--- src/rtl/cnn_layer_accel_job_ctrl_if.sv ---
// Host-job, quad-handshake and fetch-engine signals of the multi-quad job sequencer.
// The controller takes the master view; the host, quads and fetch engine take the slave view.
interface cnn_layer_accel_job_ctrl_if #(
    parameter int unsigned NUM_QUADS   = 4,
    parameter int unsigned JOB_PARAM_W = 128
);
    localparam int unsigned QuadIdxW = (NUM_QUADS > 1) ? $clog2(NUM_QUADS) : 1;

    logic                   host_job_valid;
    logic                   host_job_ready;
    logic [JOB_PARAM_W-1:0] host_job_params;
    logic [NUM_QUADS-1:0]   host_job_mask;
    logic [NUM_QUADS-1:0]   job_start;
    logic [NUM_QUADS-1:0]   job_accept;
    logic [JOB_PARAM_W-1:0] job_parameters;
    logic [NUM_QUADS-1:0]   job_fetch_request;
    logic [NUM_QUADS-1:0]   job_fetch_ack;
    logic [NUM_QUADS-1:0]   job_fetch_complete;
    logic [NUM_QUADS-1:0]   job_complete;
    logic [NUM_QUADS-1:0]   job_complete_ack;
    logic                   fetch_start;
    logic [QuadIdxW-1:0]    fetch_quad;
    logic                   fetch_done;
    logic                   job_done;
    logic [15:0]            job_done_count;
    logic                   err_spurious;

    modport master (
        input  host_job_valid, host_job_params, host_job_mask, job_accept,
               job_fetch_request, job_complete, fetch_done,
        output host_job_ready, job_start, job_parameters, job_fetch_ack, job_fetch_complete,
               job_complete_ack, fetch_start, fetch_quad, job_done, job_done_count, err_spurious
    );

    modport slave (
        output host_job_valid, host_job_params, host_job_mask, job_accept,
               job_fetch_request, job_complete, fetch_done,
        input  host_job_ready, job_start, job_parameters, job_fetch_ack, job_fetch_complete,
               job_complete_ack, fetch_start, fetch_quad, job_done, job_done_count, err_spurious
    );
endinterface

--- src/rtl/cnn_layer_accel_job_ctrl.sv ---
// Multi-quad job sequencer: queues host jobs, starts masked quads, round-robin arbitrates
// their parameter fetches onto one fetch engine and reports job completion.
module cnn_layer_accel_job_ctrl #(
    parameter int unsigned NUM_QUADS      = 4,
    parameter int unsigned JOB_PARAM_W    = 128,
    parameter int unsigned JOB_FIFO_DEPTH = 4
) (
    input logic                        clk_if,
    input logic                        rst,
    cnn_layer_accel_job_ctrl_if.master bus_io
);
    localparam int unsigned QW = (NUM_QUADS > 1) ? $clog2(NUM_QUADS) : 1;
    localparam int unsigned AW = $clog2(JOB_FIFO_DEPTH);
    localparam int unsigned EW = NUM_QUADS + JOB_PARAM_W;
    localparam logic [AW:0]   PtrOne   = {{AW{1'b0}}, 1'b1};
    localparam logic [QW-1:0] LastQuad = QW'(NUM_QUADS - 1);

    typedef enum logic [1:0] {JIdle, JStart, JRun, JDone} job_state_e;
    typedef enum logic {FIdle, FWait} fetch_state_e;

    job_state_e   job_q, job_d;
    fetch_state_e fetch_q, fetch_d;

    logic [EW-1:0] fifo_mem_q [JOB_FIFO_DEPTH];
    logic [AW:0]   wr_ptr_q, rd_ptr_q;
    logic          fifo_empty, fifo_full, push, pop;

    logic [JOB_PARAM_W-1:0] params_q, params_d;
    logic [NUM_QUADS-1:0]   mask_q, mask_d;
    logic [NUM_QUADS-1:0]   accepted_q, accepted_d;
    logic [NUM_QUADS-1:0]   done_q, done_d;
    logic [NUM_QUADS-1:0]   job_start_q, job_start_d;
    logic [NUM_QUADS-1:0]   cmp_ack_q, cmp_ack_d;
    logic [NUM_QUADS-1:0]   cmp_hit;
    logic                   job_done_q, job_done_d;
    logic [15:0]            count_q, count_d;

    logic [NUM_QUADS-1:0]   eligible;
    logic [NUM_QUADS-1:0]   fetch_ack_q, fetch_ack_d;
    logic [NUM_QUADS-1:0]   fetch_cmp_q, fetch_cmp_d;
    logic                   fetch_start_q, fetch_start_d;
    logic [QW-1:0]          fquad_q, fquad_d;
    logic [QW-1:0]          rr_q, rr_d;
    logic [QW-1:0]          grant_idx;
    logic                   grant_found;
    int unsigned            cand;
    logic                   err_q, err_d;

    // Job queue
    assign fifo_empty = (wr_ptr_q == rd_ptr_q);
    assign fifo_full  = (wr_ptr_q[AW] != rd_ptr_q[AW]) &&
                        (wr_ptr_q[AW-1:0] == rd_ptr_q[AW-1:0]);
    assign push       = bus_io.host_job_valid && !fifo_full;
    assign pop        = (job_q == JIdle) && !fifo_empty;

    always_ff @(posedge clk_if) begin
        if (push) begin
            fifo_mem_q[wr_ptr_q[AW-1:0]] <= {bus_io.host_job_mask, bus_io.host_job_params};
        end
    end

    // Job FSM
    always_comb begin
        job_d       = job_q;
        params_d    = params_q;
        mask_d      = mask_q;
        done_d      = done_q;
        count_d     = count_q;
        job_start_d = '0;
        cmp_ack_d   = '0;
        cmp_hit     = '0;
        job_done_d  = 1'b0;
        // An accept only counts while its start request is actually being driven.
        accepted_d  = accepted_q | (bus_io.job_accept & job_start_q);
        unique case (job_q)
            JIdle: begin
                if (!fifo_empty) begin
                    {mask_d, params_d} = fifo_mem_q[rd_ptr_q[AW-1:0]];
                    job_d = JStart;
                end
            end
            JStart: begin
                if (mask_q == '0) begin
                    job_d = JDone;
                end else if ((accepted_q & mask_q) == mask_q) begin
                    job_d = JRun;
                end
                job_start_d = mask_q & ~accepted_d;
            end
            JRun: begin
                cmp_hit   = bus_io.job_complete & mask_q & ~done_q;
                cmp_ack_d = cmp_hit;
                done_d    = done_q | cmp_hit;
                if (((done_q & mask_q) == mask_q) && (fetch_q == FIdle)) begin
                    job_d = JDone;
                end
            end
            JDone: begin
                job_done_d = 1'b1;
                count_d    = count_q + 16'd1;
                accepted_d = '0;
                done_d     = '0;
                job_d      = JIdle;
            end
            default: job_d = JIdle;
        endcase
    end

    // Fetch arbiter: a quad whose fetch just completed sits out for one cycle.
    always_comb begin
        eligible = '0;
        if ((job_q == JStart) || (job_q == JRun)) begin
            eligible = bus_io.job_fetch_request & mask_q & accepted_q & ~done_q & ~fetch_cmp_q;
        end
        grant_found = 1'b0;
        grant_idx   = '0;
        cand        = 0;
        for (int k = 0; k < NUM_QUADS; k++) begin
            cand = (int'(rr_q) + k) % NUM_QUADS;
            if (!grant_found && eligible[cand]) begin
                grant_found = 1'b1;
                grant_idx   = QW'(cand);
            end
        end
    end

    always_comb begin
        fetch_d       = fetch_q;
        fquad_d       = fquad_q;
        rr_d          = rr_q;
        fetch_ack_d   = '0;
        fetch_cmp_d   = '0;
        fetch_start_d = 1'b0;
        unique case (fetch_q)
            FIdle: begin
                if (grant_found) begin
                    fetch_ack_d[grant_idx] = 1'b1;
                    fetch_start_d          = 1'b1;
                    fquad_d                = grant_idx;
                    rr_d                   = (grant_idx == LastQuad) ? '0 : grant_idx + QW'(1);
                    fetch_d                = FWait;
                end
            end
            FWait: begin
                if (bus_io.fetch_done) begin
                    fetch_cmp_d[fquad_q] = 1'b1;
                    fetch_d              = FIdle;
                end
            end
            default: fetch_d = FIdle;
        endcase
    end

    always_comb begin
        err_d = err_q;
        if (|(bus_io.job_accept & ~job_start_q))                   err_d = 1'b1;
        if ((job_q == JIdle) && (|bus_io.job_complete))            err_d = 1'b1;
        if (|(bus_io.job_complete & ~mask_q))                      err_d = 1'b1;
        if (bus_io.fetch_done && (fetch_q == FIdle))               err_d = 1'b1;
        if (|(bus_io.job_fetch_request & ~accepted_q))             err_d = 1'b1;
    end

    always_ff @(posedge clk_if or posedge rst) begin
        if (rst) begin
            job_q         <= JIdle;
            fetch_q       <= FIdle;
            wr_ptr_q      <= '0;
            rd_ptr_q      <= '0;
            params_q      <= '0;
            mask_q        <= '0;
            accepted_q    <= '0;
            done_q        <= '0;
            job_start_q   <= '0;
            cmp_ack_q     <= '0;
            job_done_q    <= 1'b0;
            count_q       <= '0;
            fetch_ack_q   <= '0;
            fetch_cmp_q   <= '0;
            fetch_start_q <= 1'b0;
            fquad_q       <= '0;
            rr_q          <= '0;
            err_q         <= 1'b0;
        end else begin
            job_q         <= job_d;
            fetch_q       <= fetch_d;
            if (push) wr_ptr_q <= wr_ptr_q + PtrOne;
            if (pop)  rd_ptr_q <= rd_ptr_q + PtrOne;
            params_q      <= params_d;
            mask_q        <= mask_d;
            accepted_q    <= accepted_d;
            done_q        <= done_d;
            job_start_q   <= job_start_d;
            cmp_ack_q     <= cmp_ack_d;
            job_done_q    <= job_done_d;
            count_q       <= count_d;
            fetch_ack_q   <= fetch_ack_d;
            fetch_cmp_q   <= fetch_cmp_d;
            fetch_start_q <= fetch_start_d;
            fquad_q       <= fquad_d;
            rr_q          <= rr_d;
            err_q         <= err_d;
        end
    end

    assign bus_io.host_job_ready     = !fifo_full;
    assign bus_io.job_start          = job_start_q;
    assign bus_io.job_parameters     = params_q;
    assign bus_io.job_fetch_ack      = fetch_ack_q;
    assign bus_io.job_fetch_complete = fetch_cmp_q;
    assign bus_io.job_complete_ack   = cmp_ack_q;
    assign bus_io.fetch_start        = fetch_start_q;
    assign bus_io.fetch_quad         = fquad_q;
    assign bus_io.job_done           = job_done_q;
    assign bus_io.job_done_count     = count_q;
    assign bus_io.err_spurious       = err_q;

endmodule

--- src/flat_wrapper.sv ---
// flat-port wrapper written by rule: the top's interface ports become plain ports
module cnn_layer_accel_job_ctrl_flat 
#(
    parameter int unsigned NUM_QUADS      = 4,
    parameter int unsigned JOB_PARAM_W    = 128,
    parameter int unsigned JOB_FIFO_DEPTH = 4
)
  (clk_if, rst, bus_io_host_job_valid, bus_io_host_job_params, bus_io_host_job_mask, bus_io_job_accept, bus_io_job_fetch_request, bus_io_job_complete, bus_io_fetch_done, bus_io_host_job_ready, bus_io_job_start, bus_io_job_parameters, bus_io_job_fetch_ack, bus_io_job_fetch_complete, bus_io_job_complete_ack, bus_io_fetch_start, bus_io_fetch_quad, bus_io_job_done, bus_io_job_done_count, bus_io_err_spurious);
  cnn_layer_accel_job_ctrl_if #(.NUM_QUADS(NUM_QUADS), .JOB_PARAM_W(JOB_PARAM_W)) bus_io_i ();
  input logic clk_if;
  input logic rst;
  input wire logic [$bits(bus_io_i.host_job_valid)-1:0] bus_io_host_job_valid;
  input wire logic [$bits(bus_io_i.host_job_params)-1:0] bus_io_host_job_params;
  input wire logic [$bits(bus_io_i.host_job_mask)-1:0] bus_io_host_job_mask;
  input wire logic [$bits(bus_io_i.job_accept)-1:0] bus_io_job_accept;
  input wire logic [$bits(bus_io_i.job_fetch_request)-1:0] bus_io_job_fetch_request;
  input wire logic [$bits(bus_io_i.job_complete)-1:0] bus_io_job_complete;
  input wire logic [$bits(bus_io_i.fetch_done)-1:0] bus_io_fetch_done;
  output wire logic [$bits(bus_io_i.host_job_ready)-1:0] bus_io_host_job_ready;
  output wire logic [$bits(bus_io_i.job_start)-1:0] bus_io_job_start;
  output wire logic [$bits(bus_io_i.job_parameters)-1:0] bus_io_job_parameters;
  output wire logic [$bits(bus_io_i.job_fetch_ack)-1:0] bus_io_job_fetch_ack;
  output wire logic [$bits(bus_io_i.job_fetch_complete)-1:0] bus_io_job_fetch_complete;
  output wire logic [$bits(bus_io_i.job_complete_ack)-1:0] bus_io_job_complete_ack;
  output wire logic [$bits(bus_io_i.fetch_start)-1:0] bus_io_fetch_start;
  output wire logic [$bits(bus_io_i.fetch_quad)-1:0] bus_io_fetch_quad;
  output wire logic [$bits(bus_io_i.job_done)-1:0] bus_io_job_done;
  output wire logic [$bits(bus_io_i.job_done_count)-1:0] bus_io_job_done_count;
  output wire logic [$bits(bus_io_i.err_spurious)-1:0] bus_io_err_spurious;
  assign bus_io_i.host_job_valid = bus_io_host_job_valid;
  assign bus_io_i.host_job_params = bus_io_host_job_params;
  assign bus_io_i.host_job_mask = bus_io_host_job_mask;
  assign bus_io_i.job_accept = bus_io_job_accept;
  assign bus_io_i.job_fetch_request = bus_io_job_fetch_request;
  assign bus_io_i.job_complete = bus_io_job_complete;
  assign bus_io_i.fetch_done = bus_io_fetch_done;
  assign bus_io_host_job_ready = bus_io_i.host_job_ready;
  assign bus_io_job_start = bus_io_i.job_start;
  assign bus_io_job_parameters = bus_io_i.job_parameters;
  assign bus_io_job_fetch_ack = bus_io_i.job_fetch_ack;
  assign bus_io_job_fetch_complete = bus_io_i.job_fetch_complete;
  assign bus_io_job_complete_ack = bus_io_i.job_complete_ack;
  assign bus_io_fetch_start = bus_io_i.fetch_start;
  assign bus_io_fetch_quad = bus_io_i.fetch_quad;
  assign bus_io_job_done = bus_io_i.job_done;
  assign bus_io_job_done_count = bus_io_i.job_done_count;
  assign bus_io_err_spurious = bus_io_i.err_spurious;
  cnn_layer_accel_job_ctrl #(.NUM_QUADS(NUM_QUADS), .JOB_PARAM_W(JOB_PARAM_W), .JOB_FIFO_DEPTH(JOB_FIFO_DEPTH)) u_core (.clk_if(clk_if), .rst(rst), .bus_io(bus_io_i));
endmodule
--- config.mk ---
export PLATFORM = sky130hd
export DESIGN_NAME = cnn_layer_accel_job_ctrl_flat
export DESIGN_NICKNAME = d
export VERILOG_FILES = /design/src/rtl/cnn_layer_accel_job_ctrl_if.sv /design/src/rtl/cnn_layer_accel_job_ctrl.sv /design/src/flat_wrapper.sv
export SDC_FILE = /design/constraint.sdc
export NUM_CORES = 1
export LEC_CHECK = 0
export ABC_CLOCK_PERIOD_IN_PS = 5430
export CORE_MARGIN = 2
export CORE_UTILIZATION = 50
export CTS_CLUSTER_DIAMETER = 80
export DETAILED_ROUTE_END_ITERATION = 8
export PLACE_DENSITY_LB_ADDON = 0.3
export SETUP_SLACK_MARGIN = 0.4
export SLEW_MARGIN = 5
export SYNTH_ARGS = -nofsm -noshare
export SYNTH_HDL_FRONTEND = slang
export SYNTH_SLANG_ARGS = --single-unit
--- constraint.sdc ---
create_clock -name clk_if -period 5.43 [get_ports clk_if]
set_input_delay 0.543 -clock clk_if [delete_from_list [all_inputs] [get_ports clk_if]]
set_output_delay 0.543 -clock clk_if [all_outputs]
set_load 0.01 [all_outputs]
==> out/results.tsv, run 1 <==
metric	value	unit
DR DRC count	0	
Slew HR	30.23	%
clk_skew	0.01710	ns
r2r worst-path depth	5	
synthesized area per cell	21.94	um^2
Ports	314	
Final Wtd Congestion	0.8078	
clock buffer depth	3	
Via Count	12730	
# fillers	3634	
min cycle time layout	3.060	ns
Clock Pin Slew Worst Setup and Hold Paths	0.06	ns
Port Buffers	313	
Synth area leaders	edfxtp_1 60%, dfrtp_1 18%, mux4_2 11%	
vias in the first global route	13550	
crit path max fanout	31	
startpoint types	flop	
Slew @ Worst Pin	1.047	ns
Top FF cell, synth	edfxtp_1	
synthesized area	26590	um^2
post-synthesis cell type count	53	
max-cap violation count	0	
First DRT Iteration DRCs	855	
clock tree from TritonCTS	built	
# Post-CTS Setup Buffers	0	
leakage power	0.01162	uW
final setup fails	0	
dpl cells	2185	
fraction of layout cells with a size suffix above 1	25.89	%
largest net degree at the start of global routing	82	
core area	52550	um^2
die height	234.6	um
placed wire-length estimate	32.02	mm
Synth area leader	edfxtp_1	
final hold viol count	0	
most frequent cells in the layout	528 x edfxtp_1, 313 x clkdlybuf4s50_1, 186 x dfrtp_1	
run status	finished clean	
sequential share of the synthesized area	77.32	%
Worst path max stage delay	0.84	ns
DRT antenna net count	0	
drt pass-1 iters	5	
max-slew violation count	0	
CTS Buf Count	75	
Layout Cells excl Fill	2325	
Routed Wire Length	53.50	mm
initial antenna violation count	6	
fin nets	1736	
Power Density	582.1	nW/um^2
die area	55040	um^2
crit share post-route	56.36	%
GRT Util Overall	19.75	%
cells after synthesis	1212	
cells along the critical path	xnor2_1 -> nand3_1 -> clkdlybuf4s50_1	
crit path kind	reg -> out	
reg2reg setup slack	2.41	ns
commonest non-fill, non-tap cell in the layout	edfxtp_1	
Starting Density	50.60	%
CTS sink cnt	716	
worst vdd ir	0.3230	mV
synthesis-to-layout area growth	24.24	%
Fmax	0.3268	GHz
register area	20570	um^2
RSZ-0062 raised after global routing	no	
Final Hold Slack	0.4164	ns
Root Driver	clkbuf_16	
synthesized net count	1374	
Seq cells post-synth	716	
CP Data Required Time	4.89	ns
Post-synth EDFFs	528	
vias per inst	5.476	
CP endpoint kind	output port	
type of the most critical hold path	in -> async	
Fin Setup TNS	0	ns
clock latency on the worst-skew pair	0.61	ns
standard-cell rows	84	
Die W	234.6	um
H-Tree Depth	3	
Synth Warn #	0	
CP arrival	2.52	ns
GRT Residual Overflow	0	
post-synth top area share	59.63	%
first-pass GRT wire length	82.30	mm
asr flop ratio synth	26.26	%
post_cts resized	0	
wire per inst	23.01	um
multi-input logic area	5694	um^2
Slowest-stage cell, CP	dfrtp_4	
# hold bufs at CTS	0	
==> cells by family after synthesis <==
group,synth area share (%)
AO/OA/AOI/OAI,0.8941
flip-flops,77.32
XOR/XNOR,0.7247
AND/OR/NAND/NOR,1.906
buffers and inverters,1.388
adder cells (fa/ha/maj),0.6588
multiplexers,17.11
==> worst paths after layout <==
check / start / end
setup / recovery: u_core.rd_ptr_q[0] / bus_io_host_job_ready
hold / removal: rst / u_core.bus_io.job_parameters[83]
setup reg to reg: u_core.rd_ptr_q[0] / u_core.bus_io.job_parameters[59]
hold reg to reg: u_core.bus_io.job_done_count[15] / u_core.bus_io.job_done_count[15]
max in group asynchronous: rst / u_core.bus_io.job_done_count[2]
min in group clk_if: u_core.bus_io.job_done_count[15] / u_core.bus_io.job_done_count[15]
==> flip-flops by register name (all words and copies together) (netlist names), 2 cells and up <==
| signal | flops |
|---|---|
| u_core.accepted_q | 4 |
| u_core.bus_io.fetch_quad | 2 |
| u_core.bus_io.job_complete_ack | 4 |
| u_core.bus_io.job_done_count | 16 |
| u_core.bus_io.job_fetch_ack | 4 |
| u_core.bus_io.job_fetch_complete | 4 |
| u_core.bus_io.job_parameters | 128 |
| u_core.bus_io.job_start | 4 |
| u_core.done_q | 4 |
| u_core.fifo_mem_q | 528 |
| u_core.job_q | 2 |
| u_core.mask_q | 4 |
| u_core.rd_ptr_q | 3 |
| u_core.rr_q | 2 |
| u_core.wr_ptr_q | 3 |
==> layout make-up <==
cell class              count  area share [%]
flip-flops and latches    716           62.26
repair buffers            331           10.04
well taps                 688           2.606
diodes                      3         0.02273
clock buffers             105           6.553
inverters                  24          0.2841
clock inverters            32          0.9923
multi-input cells         426           17.24
==> report_power, final <==
| group | switching (uW) | internal, uW | total [uW] |
|---|---|---|---|
| sequential | 731 | 7570 | 8300 |
| combinational | 2660 | 3150 | 5810 |
| clock | 2010 | 3110 | 5120 |
==> cell usage after synthesis, types with 5 or more instances <==
library cell and number:
buf_6 8, dfrtp_1 188, buf_4 7, xnor2_1 14
nand2_1 13, a21oi_1 6, ha_1 14, clkbuf_1 12
edfxtp_1 528, xor2_1 8, mux2_2 139, nand3_1 10
nand4_1 6, mux4_2 132, nor2_1 17, o22ai_1 5
inv_1 23, buf_2 16, and3_1 14
==> metal layers <==
metal | vias to the layer above | GRT usage, % | wire (um)
met2 | 348 | 31.99 | 26680
met4 | 6 | 6.770 | 1216
met1 | 6689 | 26.39 | 22550
met3 | 81 | 4.934 | 3008
met5 | - | 0 | 41
li1 | 5608 | - | -
==> worst max-delay path, delay by kind of cell (launching register included) <==
| family | cells | cell delay [ns] |
|---|---|---|
| xor+xnor | 1 | 0.19 |
| buf+inv | 1 | 0.67 |
| flops | 1 | 0.84 |
| simple gates | 1 | 0.23 |
==> through the flow <==
stage | worst slack (ns) | area, um^2 | util, % | power [uW]
2_1_floorplan | 0.9267 | 26590 | - | 12010
3_3_place_gp | 2.337 | 30530 | 58.10 | 14180
3_5_place_dp | 2.291 | 30530 | 58.10 | 14350
4_1_cts | 2.253 | 33030 | 62.85 | 19540
5_1_grt | 2.130 | 33030 | 62.86 | 20170
6_report | 2.370 | 33030 | 62.86 | 19230
Note: power is estimated with default switching activity, not from simulation.
==> inputs of run 2 (changes only) <==
--- a/config.mk
+++ b/config.mk
@@ -5,7 +5,7 @@
 export SDC_FILE = /design/constraint.sdc
 export NUM_CORES = 1
 export LEC_CHECK = 0
-export ABC_CLOCK_PERIOD_IN_PS = 5430
+export ABC_CLOCK_PERIOD_IN_PS = 2750
 export CORE_MARGIN = 2
 export CORE_UTILIZATION = 50
 export CTS_CLUSTER_DIAMETER = 80
==> constraint.sdc (replaced) <==
create_clock -name clk_if -period 2.75 [get_ports clk_if]
set_input_delay 0.275 -clock clk_if [delete_from_list [all_inputs] [get_ports clk_if]]
set_output_delay 0.275 -clock clk_if [all_outputs]
set_load 0.01 [all_outputs]
==> run 2 against run 1 <==
Hold slack worse by 0.21 ns. Critical path depth up 6. Sequential power up 94%. Clock skew down 0.0023 ns. Final cell count up 1.3%. Combinational power up 110%. Largest cell class unchanged. Largest power group unchanged.
==> out/results.tsv, run 2 (synthesized netlist as in run 1, its figures left out) <==
metric	value	unit	change
initial antenna violation count	6		unchanged
Tot Pwr	38370	uW	+100%
leakage power	0.01182	uW	+1.7%
Die W	234.6	um	unchanged
clock latency on the worst-skew pair	0.61	ns	about the same
GRT Residual Overflow	0		unchanged
Routed Wire Length	53.30	mm	-0.36%
H-Tree Depth	3		unchanged
placed wire-length estimate	31.58	mm	-1.4%
type of the most critical hold path	in -> async		
Clock Pin Slew Worst Setup and Hold Paths	0.06	ns	about the same
vias in the first global route	13830		+2.0%
worst vdd ir	0.6810	mV	+110%
Via Count	12820		+0.66%
CP endpoint kind	flop		
GRT Util Overall	19.73	%	about the same
setup slack after layout	0.2961	ns	-2.074 ns
DRT antenna net count	0		unchanged
RSZ-0062 raised after global routing	yes		
Slew HR	38.26	%	+8.0 points
CTS Buf Count	74		-1.3%
First DRT Iteration DRCs	704		-18%
largest net degree at the start of global routing	135		+65%
Port Buffers	313		unchanged
commonest non-fill, non-tap cell in the layout	edfxtp_1		
Starting Density	50.60	%	unchanged
clk_skew	0.01481	ns	-0.002284 ns
final core occ	63.75	%	+0.89 points
max FFs per register	528		unchanged
most frequent cells in the layout	528 x edfxtp_1, 312 x clkdlybuf4s50_1, 186 x dfrtp_1		
wire per inst	22.63	um	-1.6%
Setup WS pre-CTS	0.1432	ns	-2.148 ns
r2r worst-path depth	9		+4
Layout Cells excl Fill	2355		+1.3%
min cycle time layout	2.454	ns	
final setup fails	0		unchanged
# fillers	3575		-1.6%
CP Data Required Time	3.23	ns	-1.66 ns
standard-cell rows	84		unchanged
Ports	314		unchanged
startpoint types	flop		
max-cap violation count	0		unchanged
crit path kind	reg -> reg		
die height	234.6	um	unchanged
die area	55040	um^2	unchanged
fraction of layout cells with a size suffix above 1	27.97	%	+2.1 points
run status	finished clean		
clock buffer depth	3		unchanged
clock tree from TritonCTS	built		
fin nets	1766		+1.7%
final hold viol count	0		unchanged
core area	52550	um^2	unchanged
Root Driver	clkbuf_16		
Final Wtd Congestion	0.8157		+0.98%
synthesis-to-layout area growth	26.00	%	
CP arrival	2.94	ns	+0.42 ns
Power Density	1145	nW/um^2	+97%
Fmax	0.4075	GHz	
Slew @ Worst Pin	0.9261	ns	-0.1204 ns
drt pass-1 iters	4		-1
first-pass GRT wire length	82.68	mm	+0.47%
vias per inst	5.442		-0.62%
max-slew violation count	0		unchanged
fin area	33500	um^2	+1.4%
crit path max fanout	5		-84%
crit share post-route	89.23	%	
CTS sink cnt	716		unchanged
dpl cells	2204		+0.87%
area post-placement	30900	um^2	+1.2%
DR DRC count	0		unchanged
-- run 2: final timing paths --
kind                                                     to                        startpoint  slack (ns)
max in group asynchronous  u_core.bus_io.job_parameters[48]                               rst        2.18
min reg2reg                u_core.bus_io.job_done_count[15]  u_core.bus_io.job_done_count[15]        0.49
min                        u_core.bus_io.job_done_count[14]                               rst        0.21
max reg2reg                                  u_core.rr_q[1]                   u_core.job_q[1]        0.30
max                                          u_core.rr_q[1]                   u_core.job_q[1]        0.30
min in group clk_if                u_core.fifo_mem_q[2][90]        bus_io_host_job_params[90]        0.30
-- run 2: layout make-up --
type / count / area [um^2] / area share (%)
Antenna cell: 1 / 2.502 / 0.007469
Clock buffer: 99 / 2048 / 6.114
Clock inverter: 39 / 407.9 / 1.218
Inverter: 24 / 93.84 / 0.2801
Multi-Input combinational cell: 426 / 5756 / 17.18
Sequential cell: 716 / 20570 / 61.39
Tap cell: 688 / 860.8 / 2.569
Timing Repair Buffer: 362 / 3766 / 11.24
-- run 2: layer usage --
metal	GRT usage (%)	up-vias	wire, um
li1	-	5664	-
met1	24.47	6707	21450
met2	34.11	340	27400
met3	5.392	97	3125
met4	5.773	8	1274
met5	0	-	52
-- run 2: report_power, final --
group          internal, uW  leakage, uW  switching, uW
Combinational          6670      0.00351           5640
Clock                  5930      0.00120           4060
Sequential            14900      0.00711           1150
-- run 2: worst max-delay path: stages (launching register included) --
cell,delay [ns]
dfrtp_1,0.39
inv_2,0.08
ha_4,0.29
nand4b_1,0.12
or3_4,0.44
and3_4,0.20
a211oi_4,0.19
and2_4,0.20
ha_4,0.19
mux2_4,0.25
-- run 2: timing repair --
action	in CTS	in global routing
setup endpoints to repair	5	5
hold buffers	0	0
pin swaps	2	7
gates resized for setup	5	9
buffers inserted	4	8
-- run 2: per-stage QoR --
step	hold slack [ns]	setup TNS [ns]
2_1_floorplan	0.3739	-89.55
3_3_place_gp	0.4592	0
3_5_place_dp	0.4839	0
4_1_cts	0.2036	0
5_1_grt	0.2248	0
6_report	0.2096	0
